==> config.mk <==
export PLATFORM = sky130hd
export DESIGN_NAME = inst_fetch
export DESIGN_NICKNAME = d
export VERILOG_FILES = /design/src/rtl/cpu_defs.sv /design/src/rtl/next_pc_calc.sv /design/src/rtl/inst_fetch.sv
export SDC_FILE = /design/constraint.sdc
export NUM_CORES = 1
export LEC_CHECK = 0
export CORE_MARGIN = 1.5
export CORE_UTILIZATION = 45
export DETAILED_ROUTE_END_ITERATION = 8
export DONT_BUFFER_PORTS = 1
export PLACE_DENSITY_LB_ADDON = 0.3
export SYNTH_ARGS = -nofsm -noshare
export SYNTH_HDL_FRONTEND = slang
export SYNTH_SLANG_ARGS = --single-unit
==> constraint.sdc <==
create_clock -name clk -period 4.7 [get_ports clk]
set_input_delay 0.47 -clock clk [delete_from_list [all_inputs] [get_ports clk]]
set_output_delay 0.47 -clock clk [all_outputs]
set_load 0.03 [all_outputs]
==> src/rtl/cpu_defs.sv <==
// Definitions shared by the fetch stage and the main control decoder:
// opcode constants, the fetch FSM encoding and the default reset PC.
package cpu_defs;

  localparam logic [5:0] OP_RTYPE = 6'h00;
  localparam logic [5:0] OP_J     = 6'h02;
  localparam logic [5:0] OP_BEQ   = 6'h04;
  localparam logic [5:0] OP_BNE   = 6'h05;
  localparam logic [5:0] OP_LW    = 6'h23;
  localparam logic [5:0] OP_SW    = 6'h2b;

  localparam logic [31:0] RESET_PC_DEFAULT = 32'h0000_0000;

  typedef enum logic [1:0] {
    FETCH = 2'd0,
    WAIT  = 2'd1,
    ISSUE = 2'd2
  } fetch_state_t;

  // J-type target: the top nibble stays in the current 256 MB region.
  function automatic logic [31:0] jump_target(input logic [31:0] pc_plus4,
                                              input logic [25:0] index);
    return {pc_plus4[31:28], index, 2'b00};
  endfunction

endpackage

==> src/rtl/next_pc_calc.sv <==
// Combinational next-PC selection: jump, taken BEQ/BNE, or fall-through.
module next_pc_calc
  import cpu_defs::*;
(
  input  logic [31:0] pc_plus4,
  input  logic [25:0] inst_index,
  input  logic [31:0] imm_ext,
  input  logic        branch,
  input  logic        bne,
  input  logic        jump,
  input  logic        zero,
  output logic [31:0] next_pc
);

  logic branch_taken;

  // BEQ takes on zero, BNE on non-zero; the XOR folds both into one test.
  assign branch_taken = branch & (zero ^ bne);

  always_comb begin
    next_pc = pc_plus4;
    if (jump) begin
      next_pc = jump_target(pc_plus4, inst_index);
    end else if (branch_taken) begin
      next_pc = pc_plus4 + (imm_ext << 2);
    end
  end

endmodule

==> src/rtl/inst_fetch.sv <==
// Instruction fetch stage: holds the PC, fetches one word over req/ready,
// presents it to the decoder until acknowledged, then advances the PC.
module inst_fetch
  import cpu_defs::*;
#(
  parameter logic [31:0] RESET_PC = RESET_PC_DEFAULT,
  parameter int          CNT_W    = 32
) (
  input  logic             clk,
  input  logic             rst,
  output logic             imem_req,
  output logic [31:0]      imem_addr,
  input  logic [31:0]      imem_rdata,
  input  logic             imem_ready,
  output logic             inst_valid,
  output logic [31:0]      inst,
  output logic [5:0]       opcode,
  output logic [5:0]       funct,
  output logic [31:0]      pc,
  output logic [31:0]      pc_plus4,
  input  logic             inst_ack,
  input  logic             branch,
  input  logic             bne,
  input  logic             jump,
  input  logic             zero,
  input  logic [31:0]      imm_ext,
  output logic [CNT_W-1:0] retired
);

  fetch_state_t     state_reg, state_next;
  logic [31:0]      pc_reg, pc_next;
  logic [31:0]      inst_reg, inst_next;
  logic             valid_reg, valid_next;
  logic [CNT_W-1:0] retired_reg, retired_next;
  logic             req_en_reg;
  logic [31:0]      seq_pc;
  logic [31:0]      target_pc;

  assign seq_pc = pc_reg + 32'd4;

  next_pc_calc u_next_pc (
    .pc_plus4   (seq_pc),
    .inst_index (inst_reg[25:0]),
    .imm_ext    (imm_ext),
    .branch     (branch),
    .bne        (bne),
    .jump       (jump),
    .zero       (zero),
    .next_pc    (target_pc)
  );

  // req_en_reg keeps the request low for one cycle after reset, so a late
  // ready from an aborted fetch cannot be latched.
  always_ff @(posedge clk) begin
    if (rst) begin
      state_reg   <= FETCH;
      pc_reg      <= RESET_PC;
      inst_reg    <= 32'h0;
      valid_reg   <= 1'b0;
      retired_reg <= '0;
      req_en_reg  <= 1'b0;
    end else begin
      state_reg   <= state_next;
      pc_reg      <= pc_next;
      inst_reg    <= inst_next;
      valid_reg   <= valid_next;
      retired_reg <= retired_next;
      req_en_reg  <= 1'b1;
    end
  end

  always_comb begin
    state_next   = state_reg;
    pc_next      = pc_reg;
    inst_next    = inst_reg;
    valid_next   = valid_reg;
    retired_next = retired_reg;
    imem_req     = 1'b0;
    case (state_reg)
      FETCH: begin
        imem_req = req_en_reg;
        if (req_en_reg) begin
          if (imem_ready) begin
            inst_next  = imem_rdata;
            valid_next = 1'b1;
            state_next = ISSUE;
          end else begin
            state_next = WAIT;
          end
        end
      end
      WAIT: begin
        imem_req = 1'b1;
        if (imem_ready) begin
          inst_next  = imem_rdata;
          valid_next = 1'b1;
          state_next = ISSUE;
        end
      end
      ISSUE: begin
        if (inst_ack) begin
          pc_next      = target_pc;
          retired_next = retired_reg + {{(CNT_W-1){1'b0}}, 1'b1};
          valid_next   = 1'b0;
          state_next   = FETCH;
        end
      end
      default: begin
        state_next = FETCH;
        valid_next = 1'b0;
      end
    endcase
  end

  assign imem_addr  = pc_reg;
  assign pc         = pc_reg;
  assign pc_plus4   = seq_pc;
  assign inst       = inst_reg;
  assign opcode     = inst_reg[31:26];
  assign funct      = inst_reg[5:0];
  assign inst_valid = valid_reg;
  assign retired    = retired_reg;

endmodule

==> reports/results.txt <==
The run finished with clean final reports. The depth of the worst register-to-register path was 16. The largest net degree at the start of global routing was 92; the top achievable clock speed was 247 MHz. In this run the post-CTS setup repair buffer count came out at 0. For this run, design rule violations remaining after detail routing come to 0. Placeable core region: 14500 um2. The hold path depth works out to 1.

Setup repair after global routing left no endpoint under its margin. In the layout the commonest cells are sky130_fd_sc_hd__nand2_1 (146), sky130_fd_sc_hd__dfxtp_1 (98), sky130_fd_sc_hd__a21oi_1 (88). The logs give 14.2 mm for the estimated wirelength of the detail-placed design and 0 for the number of warnings issued by yosys. The post-route clock period utilization was 0.861.

Leading cell type in the layout, fill and taps excluded: sky130_fd_sc_hd__nand2_1. After global routing the overflow that remains totals 0. Summing all non-filler instances in the final layout gives an area of 7070 um2. The endpoint kind of the worst setup timing path is a register. For the worst setup path, the data required time is 4.93 ns.

From bottom edge to top edge, the die measures 124 um. The logs give 0 for the final-report max-slew violation count and 0.279 for the headroom to the max-slew limit. The mapped netlist covers 6630 um2. The congestion estimate from routability-driven global placement came to 0.906. Once placement finished, the instance area stood at 6780 um2. The run gives 0.235 as the global-route usage over all layers. The TritonCTS sink count was 98.

Area added between synthesis and finish: 6.70%. During I/O placement, the number of pins put on the boundary was 246. The tools report the number of fill cells as 1459.

The run gives 0.198 ns as the worst slack on hold paths. TritonCTS built the clock tree. The worst hold path belongs to the class input pin to register.

The clock arrives with 0.00837 ns of skew. For this run, the detailed router's first-pass iteration total came to 4. Clock-pin slew was measured on the worst setup and hold paths at 0.07 ns. The sequential-to-total area share from yosys stat was 0.296. The number of global-route vias before repair came out at 5598. The detailed router finished its first iteration with 352 violations.

The count of inserted antenna diode cells is 0, and the number of nets in the layout is 962. Once the clock tree was built, the resizer swapped 0 gates to a different size. STA puts the critical path data arrival time at 4.28 ns.

The post-route setup TNS came out at 0 ns. The commonest register cell after synthesis is sky130_fd_sc_hd__dfxtp_1. The synthesized design contains 0 enable-type register cells. For this design the ratio of total power to cell area is 270 nW/um2.

At the pin with the least slew margin, the transition time is 1.08 ns. The overall power was 1.91 mW. For the post-synthesis cell count, the log shows 865. The maximum fanout encountered on the critical timing path is 7, and the hold buffer count at CTS is 0. The number of synthesized register bits is 98. The share of async-settable or async-resettable flops after synthesis is 0.

Row generation in the floorplan step produced 44 rows. The die covers 15500 um2. The smallest clock period supported by the final layout is computed as 4.05 ns. The max-cap violation count is 0, and the number of input and output port buffers inserted is 0. The source-to-sink clock delay at the later pin of the worst-skew pair was 0.34 ns; the number of routed nets with antenna violations was 0. The worst setup path is of the register to register kind. The total CTS buffers was 9. The clock tree root buffer cell was sky130_fd_sc_hd__clkbuf_16.

The share of layout cells above drive strength 1 was 0.109; the total via count in the routed design was 5915. The mean instance size in the synthesized netlist was 7.66 um2; the maximum count of clock buffers along a single path was 2. The tools report the fraction of the core area covered by cells at the end of the flow as 0.488.

The average routed wire per standard cell is 17.7 um, and the first-pass GRT wire length is 29.8 mm. Number of antenna violations at the first check in global routing: 0. The number of setup violations in the final report was 0; the count of H-tree levels built during CTS was 3. The number of different library cells used by synthesis comes to 73. The total routed wirelength came out at 18.4 mm. The logs give 0.458 for the initial core utilization and 2.84 nW for the leakage power of the design.

The detail-routed via count per cell is 5.68, and the overall die width is 124 um. The final number of hold-violating endpoints is 0. IR analysis of the VDD net gives a maximum drop of 0.162 mV. The tools report the type of origin of the critical path as a register.
[metal layers]
layer	up-vias	share of wire	wire length (um)	track usage
li1	2954	-	-	-
met1	2717	0.46	8420	0.318
met2	224	0.45	8230	0.376
met3	20	0.079	1450	0.0528
met4	0	0.019	342	0.0710
met5	-	0	0	0
[worst max-delay path, cell delays in order (launching register included)]
cell	delay, ns
sky130_fd_sc_hd__dfxtp_1	0.33
sky130_fd_sc_hd__buf_4	0.26
sky130_fd_sc_hd__nand3_1	0.15
sky130_fd_sc_hd__nor2_1	0.33
sky130_fd_sc_hd__nand2_1	0.12
sky130_fd_sc_hd__xnor2_1	0.13
sky130_fd_sc_hd__buf_4	0.18
sky130_fd_sc_hd__ha_1	0.39
sky130_fd_sc_hd__o21ai_1	0.13
sky130_fd_sc_hd__a211oi_1	0.40
sky130_fd_sc_hd__a21oi_4	0.13
sky130_fd_sc_hd__o21ai_1	0.24
sky130_fd_sc_hd__nor3_1	0.11
sky130_fd_sc_hd__o21ai_1	0.23
sky130_fd_sc_hd__mux2i_1	0.26
sky130_fd_sc_hd__mux2i_1	0.22
sky130_fd_sc_hd__mux2_1	0.33
[worst paths after layout]
path	from	end	slack, ns
min reg2reg	imem_addr[24]	imem_addr[24]	0.49
max	imem_addr[4]	imem_addr[31]	0.65
max reg2reg	imem_addr[4]	imem_addr[31]	0.65
min	rst	retired[5]	0.20
[synth_stat cells (3+ instances only)]
| cell type | number | area [um2] |
|---|---|---|
| sky130_fd_sc_hd__nand3_2 | 3 | 30.0 |
| sky130_fd_sc_hd__nand2b_1 | 4 | 25.0 |
| sky130_fd_sc_hd__nand2_1 | 146 | 548 |
| sky130_fd_sc_hd__a21o_1 | 19 | 143 |
| sky130_fd_sc_hd__nor3_1 | 9 | 45.0 |
| sky130_fd_sc_hd__o21a_1 | 5 | 37.5 |
| sky130_fd_sc_hd__xnor2_1 | 40 | 350 |
| sky130_fd_sc_hd__o221ai_1 | 3 | 26.3 |
| sky130_fd_sc_hd__o21ai_0 | 25 | 125 |
| sky130_fd_sc_hd__o211ai_1 | 14 | 105 |
| sky130_fd_sc_hd__nor4_1 | 3 | 18.8 |
| sky130_fd_sc_hd__ha_1 | 37 | 463 |
| sky130_fd_sc_hd__or3_1 | 9 | 56.3 |
| sky130_fd_sc_hd__xor2_1 | 34 | 298 |
| sky130_fd_sc_hd__dfxtp_1 | 98 | 1960 |
| sky130_fd_sc_hd__a41oi_1 | 3 | 26.3 |
| sky130_fd_sc_hd__and2_1 | 5 | 31.3 |
| sky130_fd_sc_hd__and4_1 | 6 | 52.6 |
| sky130_fd_sc_hd__and3_1 | 8 | 50.1 |
| sky130_fd_sc_hd__nor2b_1 | 4 | 25.0 |
| sky130_fd_sc_hd__nand4_1 | 14 | 87.6 |
| sky130_fd_sc_hd__o21ai_1 | 9 | 45.0 |
| sky130_fd_sc_hd__a311oi_1 | 4 | 35.0 |
| sky130_fd_sc_hd__nor2_1 | 83 | 312 |
| sky130_fd_sc_hd__o21bai_1 | 3 | 22.5 |
| sky130_fd_sc_hd__a22o_1 | 4 | 35.0 |
| sky130_fd_sc_hd__a31oi_1 | 5 | 31.3 |
| sky130_fd_sc_hd__buf_1 | 3 | 11.3 |
| sky130_fd_sc_hd__inv_1 | 16 | 60.1 |
| sky130_fd_sc_hd__o22ai_1 | 5 | 31.3 |
| sky130_fd_sc_hd__a211oi_1 | 5 | 37.5 |
| sky130_fd_sc_hd__clkbuf_1 | 31 | 116 |
| sky130_fd_sc_hd__a21oi_1 | 88 | 440 |
| sky130_fd_sc_hd__buf_4 | 49 | 368 |
| sky130_fd_sc_hd__nand3_1 | 25 | 125 |
[final cells by class]
class                   count  area [um2]  area share
inverters                  16        60.1     0.00849
clock inverters             6        47.5     0.00672
multi-input cells         671        4110       0.581
flip-flops and latches     98        1960       0.277
well taps                 184         230      0.0326
clock buffers              10         239      0.0338
repair buffers             56         420      0.0595
[cell families (layout without fill, tap and decap cells)]
family,Yosys count,count (layout),share of synthesized area
multiplexers,4,4,0.00642
other,1,6,0.000566
AND/OR/NAND/NOR,331,331,0.228
adder cells (fa/ha/maj),38,38,0.0729
buffers and inverters,101,88,0.0863
XOR/XNOR,74,74,0.0978
AO/OA/AOI/OAI,218,218,0.212
flip-flops,98,98,0.296
[report_power, final]
| group | internal (mW) | switching [mW] | total, mW |
|---|---|---|---|
| Clock | 0.379 | 0.324 | 0.703 |
| Sequential | 0.853 | 0.0744 | 0.927 |
| Combinational | 0.0932 | 0.186 | 0.279 |
| Total | 1.33 | 0.585 | 1.91 |
[metrics by stage]
| stage | worst slack (ns) | cells |
|---|---|---|
| after floorplan | 0.508 | 870 |
| after global placement | 0.690 | 1025 |
| after detailed placement | 0.670 | 1025 |
| after CTS | 0.664 | 1041 |
| after global routing | 0.417 | 1041 |
| final | 0.651 | 1041 |
Power figures use the tool's default switching activity.
